`src/rtl/prbs_gen_param.sv`:
```
// -----------------------------------------------------------------------------
// prbs_gen_param
//   Parametrised PRBS pattern generator for the BERT transmit path. It replaces
//   the fixed PRBS-13 source and stays bit-compatible with it in mode 2.
//   The polynomial can be selected at runtime (PRBS7/9/13/15/23/31). The block
//   produces DATA_W bits per enabled clock, supports seed loading, and escapes
//   the all-zero lock-up state.
//
// Parameters
//   DATA_W      bits produced per enabled clock (1..32)
//   SEED        state loaded at reset and on a mode change, masked to L(mode)
//
// Ports
//   clock       in   1       system clock, rising edge
//   reset       in   1       synchronous, active-high
//   control     in   1       1 = advance the generator this cycle, 0 = hold
//   mode        in   3       0:PRBS7 1:PRBS9 2:PRBS13 3:PRBS15 4:PRBS23 5:PRBS31
//                            6,7: illegal
//   load_seed   in   1       1-cycle pulse: load seed_in (masked) into state
//   seed_in     in   31      seed value
//   inject_err  in   1       error-injection request
//   data_out    out  DATA_W  pattern word, MSB = first bit in time
//   data_valid  out  1       data_out holds a new word this cycle
//   mode_err    out  1       the mode seen on the previous clock was illegal
//   lfsr_state  out  31      current state; bits above L-1 are always 0
//
// Build option
//   PRBS_ERR_INJ_EN  When defined, an inject_err pulse arms a pending flag.
//                    The next valid word then leaves with its MSB inverted.
//                    lfsr_state is never touched by this. When the macro is
//                    undefined, inject_err is ignored.
// -----------------------------------------------------------------------------
module prbs_gen_param #(
  parameter int          DATA_W = 8,
  parameter logic [30:0] SEED   = 31'hF
) (
  input  logic              clock,
  input  logic              reset,
  input  logic              control,
  input  logic [2:0]        mode,
  input  logic              load_seed,
  input  logic [30:0]       seed_in,
  input  logic              inject_err,
  output logic [DATA_W-1:0] data_out,
  output logic              data_valid,
  output logic              mode_err,
  output logic [30:0]       lfsr_state
);

  // ---------------------------------------------------------------------------
  // Polynomial helpers
  // ---------------------------------------------------------------------------

  function automatic logic mode_illegal(input logic [2:0] m);
    return (m > 3'd5);
  endfunction

  // Ones in the low L bits for the selected length. Illegal modes return 0.
  function automatic logic [30:0] len_mask(input logic [2:0] m);
    logic [30:0] r;
    case (m)
      3'd0:    r = 31'h0000_007F;
      3'd1:    r = 31'h0000_01FF;
      3'd2:    r = 31'h0000_1FFF;
      3'd3:    r = 31'h0000_7FFF;
      3'd4:    r = 31'h007F_FFFF;
      3'd5:    r = 31'h7FFF_FFFF;
      default: r = 31'h0000_0000;
    endcase
    return r;
  endfunction

  // Bit shifted out on this step: s[L-1].
  function automatic logic msb_of(input logic [30:0] s, input logic [2:0] m);
    logic r;
    case (m)
      3'd0:    r = s[6];
      3'd1:    r = s[8];
      3'd2:    r = s[12];
      3'd3:    r = s[14];
      3'd4:    r = s[22];
      3'd5:    r = s[30];
      default: r = 1'b0;
    endcase
    return r;
  endfunction

  // One Fibonacci step: shift left, feed the tap XOR into bit 0, then clip
  // to L bits. The PRBS13 taps match the legacy fixed generator.
  function automatic logic [30:0] step_of(input logic [30:0] s, input logic [2:0] m);
    logic fb;
    case (m)
      3'd0:    fb = s[6]  ^ s[5];
      3'd1:    fb = s[8]  ^ s[4];
      3'd2:    fb = s[12] ^ s[3] ^ s[2] ^ s[0];
      3'd3:    fb = s[14] ^ s[13];
      3'd4:    fb = s[22] ^ s[17];
      3'd5:    fb = s[30] ^ s[27];
      default: fb = 1'b0;
    endcase
    return {s[29:0], fb} & len_mask(m);
  endfunction

  // Value written into the state on any load. An all-zero pattern would
  // lock the LFSR up, so 1 is loaded in its place. In an illegal mode there
  // is no length, and the state is parked at 0.
  function automatic logic [30:0] load_value(input logic [30:0] v, input logic [2:0] m);
    logic [30:0] masked;
    masked = v & len_mask(m);
    if (mode_illegal(m))
      return 31'h0;
    else if (masked == 31'h0)
      return 31'h1;
    else
      return masked;
  endfunction

  // ---------------------------------------------------------------------------
  // State
  // ---------------------------------------------------------------------------
  logic [30:0]       state_q, state_d;
  logic [2:0]        mode_q, mode_d;
  logic [DATA_W-1:0] data_q, data_d;
  logic              valid_q, valid_d;
  logic              mode_err_q, mode_err_d;

`ifdef PRBS_ERR_INJ_EN
  logic              pend_q, pend_d;
`else
  // The request input has no function in this build.
  logic              unused_inject;
  assign unused_inject = inject_err;
`endif

  logic [DATA_W-1:0] word_c;
  logic [30:0]       next_c;

  // ---------------------------------------------------------------------------
  // DATA_W steps unrolled in one cycle. The first bit generated lands in the
  // word MSB, so the word is already in transmit order for the serialiser.
  // ---------------------------------------------------------------------------
  always_comb begin : unroll
    logic [30:0] walk;
    walk   = state_q;
    word_c = '0;
    for (int i = 0; i < DATA_W; i++) begin
      word_c[DATA_W-1-i] = msb_of(walk, mode_q);
      walk               = step_of(walk, mode_q);
    end
    next_c = walk;
  end

  // ---------------------------------------------------------------------------
  // Per-cycle actions, in priority order: load_seed, then a mode change, then
  // an enabled advance, otherwise hold. Reset is applied in the register
  // block. A load_seed that collides with a mode change defers the change by
  // one cycle, because mode_q is not updated on that cycle.
  // ---------------------------------------------------------------------------
  always_comb begin
    state_d    = state_q;
    mode_d     = mode_q;
    data_d     = data_q;
    valid_d    = 1'b0;
    mode_err_d = mode_illegal(mode);
`ifdef PRBS_ERR_INJ_EN
    // A pulse that arrives while a request is already pending is absorbed.
    pend_d     = pend_q | inject_err;
`endif

    if (load_seed) begin
      if (!mode_illegal(mode_q))
        state_d = load_value(seed_in, mode_q);
    end else if (mode != mode_q) begin
      // Restart: no word is produced this cycle. Entering an illegal mode
      // freezes the state where it is.
      mode_d = mode;
      if (!mode_illegal(mode))
        state_d = load_value(SEED, mode);
`ifdef PRBS_ERR_INJ_EN
      pend_d = 1'b0;
`endif
    end else if (control && !mode_illegal(mode_q)) begin
      state_d = next_c;
      data_d  = word_c;
      valid_d = 1'b1;
`ifdef PRBS_ERR_INJ_EN
      // The corruption is applied to the output word only. The LFSR keeps
      // the clean sequence, so the RX checker can re-sync.
      data_d[DATA_W-1] = word_c[DATA_W-1] ^ pend_q;
      if (pend_q)
        pend_d = 1'b0;
`endif
    end
  end

  // ---------------------------------------------------------------------------
  // Registers
  // ---------------------------------------------------------------------------
  always_ff @(posedge clock) begin
    if (reset) begin
      state_q    <= load_value(SEED, mode);
      mode_q     <= mode;
      data_q     <= '0;
      valid_q    <= 1'b0;
      mode_err_q <= 1'b0;
`ifdef PRBS_ERR_INJ_EN
      pend_q     <= 1'b0;
`endif
    end else begin
      state_q    <= state_d;
      mode_q     <= mode_d;
      data_q     <= data_d;
      valid_q    <= valid_d;
      mode_err_q <= mode_err_d;
`ifdef PRBS_ERR_INJ_EN
      pend_q     <= pend_d;
`endif
    end
  end

  assign data_out   = data_q;
  assign data_valid = valid_q;
  assign mode_err   = mode_err_q;
  assign lfsr_state = state_q;

endmodule

```
`config.mk`:
```
export PLATFORM = sky130hd
export DESIGN_NAME = prbs_gen_param
export DESIGN_NICKNAME = d
export VERILOG_FILES = /design/src/rtl/prbs_gen_param.sv
export SDC_FILE = /design/constraint.sdc
export NUM_CORES = 1
export LEC_CHECK = 0
export ABC_AREA = 1
export BUFFER_PORTS_ARGS = -buffer_cell sky130_fd_sc_hd__buf_2
export CAP_MARGIN = 20
export CORE_ASPECT_RATIO = 0.6
export CORE_MARGIN = 2
export CORE_UTILIZATION = 30
export DETAILED_ROUTE_END_ITERATION = 12
export PLACE_DENSITY = 0.51
export SYNTH_ARGS = -nofsm -noshare
export SYNTH_HDL_FRONTEND = slang
export SYNTH_SLANG_ARGS = --single-unit
export TNS_END_PERCENT = 50
```
`constraint.sdc`:
```
create_clock -name clock -period 3.75 [get_ports clock]
set_input_delay 0.1875 -clock clock [delete_from_list [all_inputs] [get_ports clock]]
set_output_delay 0.1875 -clock clock [all_outputs]
set_load 0.01 [all_outputs]
```
==> out/qor.csv <==
stage;metric;value;unit
finish;area_delta_synth_final;38.34;%
global_route;grt.overflow.total;0;
timing;finalHoldViolCount;0;
pwr;leakage;2.370;nW
clocking;clock_tree.root_cell;sky130_fd_sc_hd__clkbuf_16;
finish;multiInputGateArea;2312;µm²
finish;finalCoreUtilization;42.61;%
finish;final.fill_count;1292;
yosys;synthesis_stage_register_bit_count;44;
die;cell_rows;31;
timing;rsz0062_at_grt;true;
setup_path;path_max_fanout;9;
setup_path;slowest_stage_cell_on_the_critical_path;sky130_fd_sc_hd__edfxtp_1;
finish;post_route_cells_drive_above_1_share;35.23;%
global_route;grt_first_pass_wirelength;23080;µm
timing;setup-violations-final;2;
route;via_density_per_instance;5.245;
die;die_area;13360;µm²
placed_design;postPlaceCellArea;4619;µm²
yosys;synth_cell_type_count;50;
global_route;maximum_number_of_pins_on_one_net_before_global_route_repair;30;
clocking;clock_tree.htree_level_count;2;
route;drtIter0Drc;430;
finish;antennaDiodeCount;0;
route;detail_route.first_pass.iterations;5;
finish;area.sequential;1221;µm²
die;floorplan.initialDensity;30.80;%
yosys;synthCells;526;
route;drt-total-wl;15490;µm
yosys;postSynthAreaPerCell;7.086;µm²
yosys;synthArstFlopShare;0;%
pwr;combinational_cell_fraction_of_total_power;38.8;%
finish;post_layout_inst_area;5156;µm²
setup_path;critical_path_arrival;3.88;ns
pwr;cell_internal_pwr;1.183;mW
timing;setup-tns-final;-0.08066;ns
setup_path;startpoint_type;flop;
yosys;dominantRegCellSynth;sky130_fd_sc_hd__edfxtp_1;
die;core_region_area;12100;µm²
min_path;hold_path.class;in -> reg;
global_route;number_of_global_route_vias_before_repair;3922;
clocking;insertion_delay;0.30;ns
global_route;antenna_found_initial;0;
clocking;cts_tree;built;
pwr;ir_drop;192.6;µV
die;floorplan.die.width;147.9;µm
yosys;yosys_warnings;0;
global_route;global_route.usage.total;22.89;%
clocking;clkSlewWorstSetupHoldPaths;0.08;ns
pwr;switching_share;38.04;%
flow_run;maxCapViolations;0;
setup_path;timing.critical_path.slowest_cell_delay;0.47;ns
timing;period_needed;3.821;ns
finish;finish.cell_count_without_fillers;832;
setup_path;timing_worst_setup_path_type;reg -> reg;
finish;nets;707;
setup_path;worst-path-buf-inv;2;
yosys;synth-seq-area-share;32.76;%
die;die_height;90.34;µm
placed_design;io_buffer_count;78;
pwr;power_switching;0.7259;mW
timing;timing.hold.ws;0.08341;ns
placed_design;preCtsSetupSlack;-0.1595;ns
route;routed-via-count;4364;
timing;timing.final.max_slew_violations;0;
yosys;post_synth_instance_area;3727;µm²
pwr;pwr-share-clk;28.5;%
run_status;status;complete, but fails checks;
pwr;power_density;370.1;nW/µm²
placed_design;dp.cells;806;
route;route.detailed.drc;0;
timing;final.setup.worst_slack;-0.07144;ns
setup_path;critPathRequiredTime;3.81;ns
timing;min_period_over_period;101.9;%
yosys;postSynthNetCount;567;
timing;timing.fmax;261.7;MHz
timing;fin_worst_skew;0.007676;ns
pwr;sum_of_internal_switching_and_leakage_power;1.908;mW
clocking;cts_inserted_buffers;5;
pwr;power.share.sequential;32.7;%
clocking;cts-root-to-sink-buffers;2;
route;drt.antenna.violating_nets;0;
setup_path;crit_family;simple AND/OR/NAND/NOR gates;
route;post_drt_wl_per_cell;18.62;µm
placed_design;place.gp.congestion;0.9897;
timing;timing.max_slew.rel_slack;47.31;%
timing;timing_worst_slew_pin_value;0.7704;ns
run_status;failed_checks;setup timing;
clocking;cts.sink_count;44;
yosys;synth_edf_count;34;
placed_design;dpl.hpwl;12390;µm
die;io_pins;80;
setup_path;crit_path_end_kind;flop;
kinds of logic (layout without fill, tap and decap cells):
| kind of cell | after synthesis | in the layout | share of synthesized area [%] |
|---|---|---|---|
| simple gates | 258 | 258 | 31.15 |
| compound gates | 111 | 111 | 18.26 |
| buf+inv | 89 | 230 | 10.78 |
| fa+ha+maj | 2 | 2 | 0.6713 |
| xor+xnor | 22 | 22 | 6.378 |
| flops | 44 | 44 | 32.76 |
registers in the layout (all words and copies together) (netlist names):
name	flops
data_out	8
mode_err	1
lfsr_state	31
mode_q	3
data_valid	1
power by group through the flow:
stage	Sequential (mW)	Clock (mW)	Combinational, mW
floorplan	0.631	0	0.359
detailed placement	0.633	0	0.625
finish	0.625	0.544	0.740
CTS	0.623	0.540	0.653
global route	0.628	0.562	0.804
global placement	0.633	0	0.624
cell type report:
type	instances	area share, %
clock buffer	5	2.427
clock inverter	3	0.8978
inverter	72	5.484
multi-input combinational	393	44.84
sequential	44	23.68
tap	165	4.004
timing repair buffer	150	18.66
synthesized netlist by cell type (3+ instances only):
| library cell | n | area (µm²) |
|---|---|---|
| sky130_fd_sc_hd__inv_1 | 63 | 236.5 |
| sky130_fd_sc_hd__a21oi_1 | 36 | 180.2 |
| sky130_fd_sc_hd__inv_2 | 6 | 22.52 |
| sky130_fd_sc_hd__o22ai_1 | 13 | 81.33 |
| sky130_fd_sc_hd__nand2_1 | 128 | 480.5 |
| sky130_fd_sc_hd__xor2_1 | 13 | 113.9 |
| sky130_fd_sc_hd__nand2_4 | 4 | 45.04 |
| sky130_fd_sc_hd__nand4_1 | 5 | 31.28 |
| sky130_fd_sc_hd__nand3_2 | 3 | 30.03 |
| sky130_fd_sc_hd__a211oi_1 | 3 | 22.52 |
| sky130_fd_sc_hd__a22oi_1 | 3 | 22.52 |
| sky130_fd_sc_hd__nor2_1 | 54 | 202.7 |
| sky130_fd_sc_hd__a2111oi_0 | 3 | 26.28 |
| sky130_fd_sc_hd__nor3_1 | 4 | 20.02 |
| sky130_fd_sc_hd__dfxtp_1 | 10 | 200.2 |
| sky130_fd_sc_hd__xnor2_1 | 6 | 52.55 |
| sky130_fd_sc_hd__nand2_2 | 15 | 93.84 |
| sky130_fd_sc_hd__nor4_1 | 3 | 18.77 |
| sky130_fd_sc_hd__buf_6 | 4 | 45.04 |
| sky130_fd_sc_hd__nor2_4 | 3 | 33.78 |
| sky130_fd_sc_hd__a31oi_1 | 7 | 43.79 |
| sky130_fd_sc_hd__o221ai_1 | 3 | 26.28 |
| sky130_fd_sc_hd__o21ai_0 | 26 | 130.1 |
| sky130_fd_sc_hd__edfxtp_1 | 34 | 1021 |
| sky130_fd_sc_hd__clkbuf_1 | 8 | 30.03 |
| sky130_fd_sc_hd__nand3_1 | 35 | 175.2 |
final timing paths:
check | from | to | slack [ns] | depth (start not counted)
max | mode_q[1] | lfsr_state[0] | -0.07 | 36
min | mode[0] | mode_q[0] | 0.08 | 1
max reg2reg | mode_q[1] | lfsr_state[0] | -0.07 | 36
min reg2reg | data_out[3] | data_out[3] | 0.54 | 2
layer usage:
| metal | GRT usage [%] | vias up | wire length, µm |
|---|---|---|---|
| met4 | 3.889 | 0 | 172 |
| met1 | 38.08 | 2056 | 7922 |
| met5 | 0 | - | 0 |
| met3 | 5.556 | 18 | 1739 |
| met2 | 28.84 | 234 | 5656 |
| li1 | - | 2056 | - |
cells in the final DEF, fill, tap and decap left out, types with 10 or more instances in the layout:
cell type / n
sky130_fd_sc_hd__nand2_1: 119
sky130_fd_sc_hd__nand3_2: 10
sky130_fd_sc_hd__o22ai_1: 12
sky130_fd_sc_hd__nand3_1: 28
sky130_fd_sc_hd__inv_1: 60
sky130_fd_sc_hd__xor2_1: 12
sky130_fd_sc_hd__buf_2: 78
sky130_fd_sc_hd__nand2_2: 20
sky130_fd_sc_hd__nor2_1: 45
sky130_fd_sc_hd__buf_4: 66
sky130_fd_sc_hd__o21ai_0: 26
sky130_fd_sc_hd__dfxtp_1: 10
sky130_fd_sc_hd__edfxtp_1: 34
sky130_fd_sc_hd__a21oi_1: 35
what timing repair did:
item	4_1_cts	5_1_grt
hold endpoints to repair	0	0
pin swaps	5	29
cloned	0	0
endpoints found under the setup margin	2	2
setup buffers	5	14
hold buffers	0	0
gates resized for setup	12	44
Note: power is estimated with default switching activity, not from simulation.
